File: src/rtl/ex_muldiv_unit.sv
// Execute-stage multiply/divide unit: owns HI/LO, runs 32-step shift-add multiply
// and restoring divide in the background, and interlocks dependent instructions.
module ex_muldiv_unit #(
  parameter int WIDTH = 32
) (
  input  logic             clk,
  input  logic             rst_n,
  input  logic             issue,
  input  logic [5:0]       funct,
  input  logic [WIDTH-1:0] readData1,
  input  logic [WIDTH-1:0] readData2,
  output logic             stall,
  output logic             busy,
  output logic [WIDTH-1:0] hi,
  output logic [WIDTH-1:0] lo,
  output logic [WIDTH-1:0] result,
  output logic             result_valid,
  output logic [1:0]       fsmState
);

  localparam logic [5:0] FN_MFHI  = 6'h10;
  localparam logic [5:0] FN_MTHI  = 6'h11;
  localparam logic [5:0] FN_MFLO  = 6'h12;
  localparam logic [5:0] FN_MTLO  = 6'h13;
  localparam logic [5:0] FN_MULT  = 6'h18;
  localparam logic [5:0] FN_MULTU = 6'h19;
  localparam logic [5:0] FN_DIV   = 6'h1A;
  localparam logic [5:0] FN_DIVU  = 6'h1B;

  localparam logic [1:0] S_IDLE = 2'd0;
  localparam logic [1:0] S_MUL  = 2'd1;
  localparam logic [1:0] S_DIV  = 2'd2;
  localparam logic [1:0] S_FIX  = 2'd3;

  localparam logic [4:0] LAST_STEP = 5'(WIDTH - 1);

  logic [1:0]         state;
  logic [4:0]         cnt;
  logic [WIDTH-1:0]   magA, magB;
  logic               aNegR, bNegR, opDiv;
  logic [2*WIDTH-1:0] prod;
  logic [WIDTH-1:0]   rem, quo;

  logic               isMd, accept, opSigned, aNeg, bNeg;
  logic [WIDTH-1:0]   magAIn, magBIn;
  logic [WIDTH:0]     mulSum, divShifted;
  logic               divBorrow, negRes;
  logic [2*WIDTH-1:0] prodFix;
  logic [WIDTH-1:0]   quoFix, remFix;

  always_comb begin
    isMd = 1'b0;
    case (funct)
      FN_MFHI, FN_MTHI, FN_MFLO, FN_MTLO,
      FN_MULT, FN_MULTU, FN_DIV, FN_DIVU: isMd = 1'b1;
      default: isMd = 1'b0;
    endcase
  end

  assign busy     = (state != S_IDLE);
  assign stall    = issue & isMd & busy;
  assign accept   = issue & isMd & ~busy;
  assign fsmState = state;

  // MFHI/MFLO complete combinationally in the cycle they are accepted.
  assign result_valid = accept & ((funct == FN_MFHI) | (funct == FN_MFLO));
  assign result       = !result_valid ? '0 : ((funct == FN_MFHI) ? hi : lo);

  assign opSigned = (funct == FN_MULT) | (funct == FN_DIV);
  assign aNeg     = opSigned & readData1[WIDTH-1];
  assign bNeg     = opSigned & readData2[WIDTH-1];
  assign magAIn   = aNeg ? -readData1 : readData1;
  assign magBIn   = bNeg ? -readData2 : readData2;

  // Multiply: {upper, multiplier} shifts right, adding magA when the LSB is set.
  assign mulSum = {1'b0, prod[2*WIDTH-1:WIDTH]} + (prod[0] ? {1'b0, magA} : '0);

  // Divide: 33-bit trial remainder; a fitting subtraction always fits in WIDTH bits.
  assign divShifted = {rem, quo[WIDTH-1]};
  assign divBorrow  = divShifted < {1'b0, magB};

  assign negRes  = aNegR ^ bNegR;
  assign prodFix = negRes ? -prod : prod;
  assign quoFix  = negRes ? -quo : quo;
  assign remFix  = aNegR ? -rem : rem;

  always_ff @(posedge clk) begin
    if (!rst_n) begin
      state <= S_IDLE;
      cnt   <= '0;
      hi    <= '0;
      lo    <= '0;
      magA  <= '0;
      magB  <= '0;
      aNegR <= 1'b0;
      bNegR <= 1'b0;
      opDiv <= 1'b0;
      prod  <= '0;
      rem   <= '0;
      quo   <= '0;
    end else begin
      case (state)
        S_IDLE: begin
          if (accept) begin
            case (funct)
              FN_MTHI: hi <= readData1;
              FN_MTLO: lo <= readData1;
              FN_MULT, FN_MULTU, FN_DIV, FN_DIVU: begin
                magA  <= magAIn;
                magB  <= magBIn;
                aNegR <= aNeg;
                bNegR <= bNeg;
                cnt   <= '0;
                opDiv <= funct[1];
                prod  <= {{WIDTH{1'b0}}, magBIn};
                rem   <= '0;
                quo   <= magAIn;
                state <= funct[1] ? S_DIV : S_MUL;
              end
              default: ;
            endcase
          end
        end
        S_MUL: begin
          prod <= {mulSum, prod[WIDTH-1:1]};
          cnt  <= cnt + 5'd1;
          if (cnt == LAST_STEP) state <= S_FIX;
        end
        S_DIV: begin
          rem <= divBorrow ? divShifted[WIDTH-1:0] : divShifted[WIDTH-1:0] - magB;
          quo <= {quo[WIDTH-2:0], ~divBorrow};
          cnt <= cnt + 5'd1;
          if (cnt == LAST_STEP) state <= S_FIX;
        end
        default: begin
          // A zero divisor leaves the dividend magnitude in rem; its sign fixup restores the dividend.
          if (opDiv) begin
            hi <= remFix;
            lo <= (magB == '0) ? '1 : quoFix;
          end else begin
            {hi, lo} <= prodFix;
          end
          state <= S_IDLE;
        end
      endcase
    end
  end

endmodule

File: config.mk
export PLATFORM = sky130hd
export DESIGN_NAME = ex_muldiv_unit
export DESIGN_NICKNAME = d
export VERILOG_FILES = /design/src/rtl/ex_muldiv_unit.sv
export SDC_FILE = /design/constraint.sdc
export NUM_CORES = 1
export LEC_CHECK = 0
export CAP_MARGIN = 20
export CORE_MARGIN = 2
export CORE_UTILIZATION = 60
export DETAILED_ROUTE_END_ITERATION = 8
export PLACE_DENSITY = 0.93
export SYNTH_ARGS = -nofsm -noshare
export SYNTH_HDL_FRONTEND = slang
export SYNTH_SLANG_ARGS = --single-unit
File: constraint.sdc
create_clock -name clk -period 8.3 [get_ports clk]
set_clock_uncertainty 0.1 [all_clocks]
set_input_delay 1.66 -clock clk [delete_from_list [all_inputs] [get_ports clk]]
set_output_delay 1.66 -clock clk [all_outputs]
set_load 0.005 [all_outputs]
# Word level (Yosys, flattened, before mapping)

Memory sizes are Yosys's and may differ from the RTL's.
Index checks and enable logic that the tools add are counted.
Widths: inputs -> output; s select.

Register bits: 266
Bits in read-only memories: 32
Bits of input ports: 73
Memories: 1

Add/sub/neg operators: 8
Magnitude comparators: 1
Equal/unequal tests: 16
Multiplexer cells: 36
Bitwise operators: 12
Reductions and logical operators: 15

Memories:

| name            | depth | bits a word | read ports | clocked after Yosys merged registers in | write ports | RTL line | source |
|---|---|---|---|---|---|---|---|
| (no name shown) | 32    | 1           | 1          | 0                                       | 0           | 53       | `case (funct)` |

Operator list:

| operator            | number |
|---|---|
| $mux 32             | 19 |
| $pmux 32 s2         | 4 |
| $mux 64             | 3 |
| $neg 32->32         | 4 |
| $pmux 64 s2         | 1 |
| $neg 64->64         | 1 |
| $eq 6x5->1 const B  | 8 |
| $add 32x32->33      | 1 |
| $lt 33x32->1        | 1 |
| $logic_not 32->1    | 1 |
| $sub 32x32->32      | 1 |
| $reduce_and 3->1    | 7 |
| $mux 5              | 2 |
| $pmux 5 s2          | 1 |
| $mux 2              | 4 |
| $ne 2x1->1 const B  | 4 |
| $reduce_bool 2->1   | 4 |
| $and 1x1->1         | 6 |
| $add 5x1->5 const B | 1 |
| $eq 5x5->1 const B  | 1 |
| $pmux 2 s2          | 1 |
| $reduce_or 4->1     | 1 |
| $not 1->1           | 3 |
| $eq 2x1->1 const B  | 1 |
| 7 further kinds     | 8 |

# Logic depth before layout (Yosys ltp)

Depth after elaboration: 7
Mapped depth: 13
Gate-level depth less buffers: 13

# Least setup slack after synthesis

OpenSTA, ideal clock, no wires.

Path kind: input port to output port
Start point: input funct[2]
End point: output result[22]
Arrival time: 3187 ps
Data required time: 6540 ps
Slack: 3353 ps
Stages: 6
Cell sequence: nor4bb_1 nand2_1 or3_1 clkbuf_1 clkbuf_1 a21oi_1

Longest elaborated chain between the ends: 6
Elaborated cells on any way between the ends: 10
Those cells by class: eq/ne (2); mux (3); bitwise (4); memory (1)

Ends and longest elaborated chain:

| element                  | RTL line | source |
|---|---|---|
| from (decl)              | 9        | `input logic [5:0] funct,` |
| $mem_v2 32x1             | n/a      |  |
| $mux 1                   | 53       |  |
| $and 1x1->1 (2 in a row) | 62       | `assign accept = issue & isMd & ~busy;` |
| $and 1x1->1              | 66       | `assign result_valid = accept & ((funct == FN_MFHI) \| (funct == FN_MFLO));` |
| $mux 32 (*)              | 67       | `assign result = !result_valid ? '0 : ((funct == FN_MFHI) ? hi : lo);` |
| to (decl)                | 16       | `output logic [WIDTH-1:0] result,` |

Mark *: on every way between the ends. The rest lies on a longest branch, timed or not.

# Worst setup path after layout

Start point: input funct[2]
End point: output result[6]

Same word-level chain as after synthesis.

==> impl_metrics.json <==
{
  "dr.max_layer_used": "met5",
  "status": "finished clean",
  "internal_power_w": 0.00258,
  "cp-end-kind": "primary output",
  "seq_area_frac_synth_pct": 28.4,
  "synth_cell_types": 80,
  "tns_ns": 0,
  "seq_area_um2": 5330,
  "synth_ff_type": "dfxtp_1",
  "dp.cells": 2956,
  "cpPeakStageDelay_ns": 0.84,
  "wl_met2_um": 32000,
  "power_per_cell_area_nw_per_um2": 183,
  "final-max-slew-violation-count": 0,
  "fin_cells": 3010,
  "wl_met3_um": 8460,
  "drt-pass1-iter-count": 6,
  "dp_hpwl_um": 52700,
  "clock-root-buffer": "clkbuf_16",
  "numCtsBuffers": 29,
  "start_util_pct": 61.1,
  "crit_fanout": 33,
  "synth_nets": 2663,
  "antenna_found_initial": 1,
  "wirelength_um": 71500,
  "cts_setup_buffers": 0,
  "worstPathCellList": "clkdlybuf4s50_1 -> nor4bb_1 -> nand2_1 -> or3_1 -> a21oi_1 -> clkdlybuf4s50_1",
  "hold_class": "reg2reg",
  "slew-limit-headroom_pct": 24.4,
  "drt_iter0_drc": 3065,
  "core_region_area_um2": 30700,
  "fin_crit_ns": 6.71,
  "cts-resized-gates": 0,
  "cp.arrival_ns": 4.95,
  "drc": 0,
  "yosysMostFrequentCell": "nand2_1",
  "place_area_um2": 20700,
  "cp.required_ns": 6.54,
  "cts_tree": "yes",
  "yosysWarnings": 0,
  "h-tree-depth": 1,
  "fin_nets": 2741,
  "die_h_um": 181,
  "route.antenna.remaining_nets": 0,
  "p_leak_nw": 7.99,
  "final_hold_viol_count": 0,
  "rsz0062_at_grt": "no",
  "p_clk_share_pct": 32.8,
  "ir_worst_vdd_mv": 0.201,
  "yosysTopAreaCell": "dfxtp_1",
  "synthTopCellsByCount": "332 x nand2_1, 266 x dfxtp_1, 239 x a21oi_1",
  "clkLatencyLatePin_ns": 0.58,
  "die_area_um2": 32700,
  "path_common_cell": "clkdlybuf4s50_1",
  "min_period_over_period_pct": 80.9,
  "num_vias": 20800,
  "met1_length_um": 25800,
  "fin_ws_ns": 1.59,
  "grt_use_total_pct": 41.7,
  "area_growth_pct": 15.2,
  "gp_congestion": 1.06,
  "syn_inst": 2513,
  "clock_path_buffers": 3,
  "design_area_um2": 21600,
  "fill_cells": 2386,
  "p_switching_w": 0.00138,
  "multi_input_area_um2": 12600,
  "drive_above_1_share_pct": 4.59,
  "num_rows": 64,
  "grt_remaining_overflow": 0,
  "avgViaCountPerCell": 6.91,
  "slowest_stage": "or3_1",
  "hold_buffers": 0,
  "synth_area_leaders": "dfxtp_1 28%, nand2_1 6.6%, a21oi_1 6.4%",
  "worst_slew_pin_slew_ns": 1.13,
  "synth_top_area_share_pct": 28.4,
  "io_buffers": 173,
  "maxCapViolCount": 0,
  "die_x_um": 181,
  "pwr-share-comb_pct": 29.1,
  "avgRoutedWirePerCell_um": 23.7,
  "grt_max_degree": 83,
  "synth_edf_count": 0,
  "ys_seq_elements": 266,
  "crit_type": "in2out",
  "antennaDiodeCount": 0,
  "finish.utilization_pct": 70.4,
  "clk_pin_slew_ns": 0.06,
  "sequentialPowerShare_pct": 38.1,
  "critPathLaunchType": "primary input",
  "cts.sinks": 266,
  "syn_avg_cell_area_um2": 7.46,
  "synth_area_um2": 18800,
  "switching_share_pct": 34.9,
  "ys_async_sr_fraction_pct": 0,
  "dp_slack_ns": 1.69,
  "grt_pass1_vias": 19100,
  "finalSetupViolations": 0,
  "io_pins": 174,
  "grt_pass1_wl_um": 109000,
  "max_freq_mhz": 149
}
per-layer routing:
layer	vias up	global-route usage, %
li1	9222	-
met2	1462	66.6
met1	9773	51.4
met5	-	0
met3	352	9.23
met4	2	25.1
flip-flops by register name, indices dropped and copies added, names as in the netlist, 2 cells and up:
| name | cells |
|---|---|
| cnt | 5 |
| fsmState | 2 |
| hi | 32 |
| lo | 32 |
| magA | 32 |
| magB | 32 |
| prod | 64 |
| quo | 32 |
| rem | 32 |
metrics by stage:
step / total power [W] / hold slack [ns]
floorplan: 0.00212 / 0.332
detailed placement: 0.00263 / 0.350
global placement: 0.00260 / 0.344
CTS: 0.00390 / 0.358
finish: 0.00396 / 0.360
global route: 0.00407 / 0.383
cells in the final DEF, fill, tap and decap left out, drive strengths merged, types with 8 or more instances in the layout:
master,count
a211oi,64
a21o,26
a21oi,241
a221oi,19
a22oi,10
a31oi,40
a32oi,10
and2,39
and3,13
buf,28
clkbuf,41
clkdlybuf4s50,172
dfxtp,266
ha,75
inv,80
mux2i,39
nand2,332
nand2b,24
nand3,28
nand4,11
nor2,232
nor2b,11
nor3,52
nor4,32
o211ai,38
o21a,11
o21ai,211
o21bai,9
o221ai,33
o31a,10
o31ai,32
o41ai,22
or2,8
or3,30
or4,21
xnor2,106
xor2,121
kinds of logic (layout without fill, tap and decap cells):
family | after synthesis | after routing | share of synthesized area [%]
xor+xnor | 227 | 227 | 10.6
fa+ha+maj | 77 | 77 | 5.22
mux | 42 | 42 | 2.26
simple gates | 853 | 853 | 21.1
compound gates | 816 | 816 | 27.7
buf+inv | 232 | 333 | 4.69
flops | 266 | 266 | 28.4
power by group through the flow:
stage	clock network, W	logic, W	registers, W
2_1_floorplan	0	0.000633	0.00149
3_3_place_gp	0	0.00108	0.00153
3_5_place_dp	0	0.00111	0.00153
4_1_cts	0.00129	0.00111	0.00150
5_1_grt	0.00134	0.00122	0.00151
6_report	0.00130	0.00115	0.00151
path summary, 6_finish.rpt:
check | startpoint | end | slack (ns) | cells after the start
setup / recovery | funct[2] | result[6] | 1.59 | 6
hold / removal | magA[0] | magA[0] | 0.36 | 2
setup reg to reg | quo[31] | rem[20] | 3.98 | 13
hold reg to reg | magA[0] | magA[0] | 0.36 | 2
critical path: cells and delay by family:
kind / cells / cell delay, ns
AO/OA/AOI/OAI: 1 / 0.34
buffers and inverters: 2 / 1.05
AND/OR/NAND/NOR: 3 / 1.88
final cells by class:
type	instances	area share (%)
well taps	396	2.29
repair buffers	200	8.93
clock inverters	13	0.585
inverters	79	1.38
multi-input cells	2015	58.4
clock buffers	41	3.75
flip-flops and latches	266	24.7
Note: power is estimated with default switching activity, not from simulation.
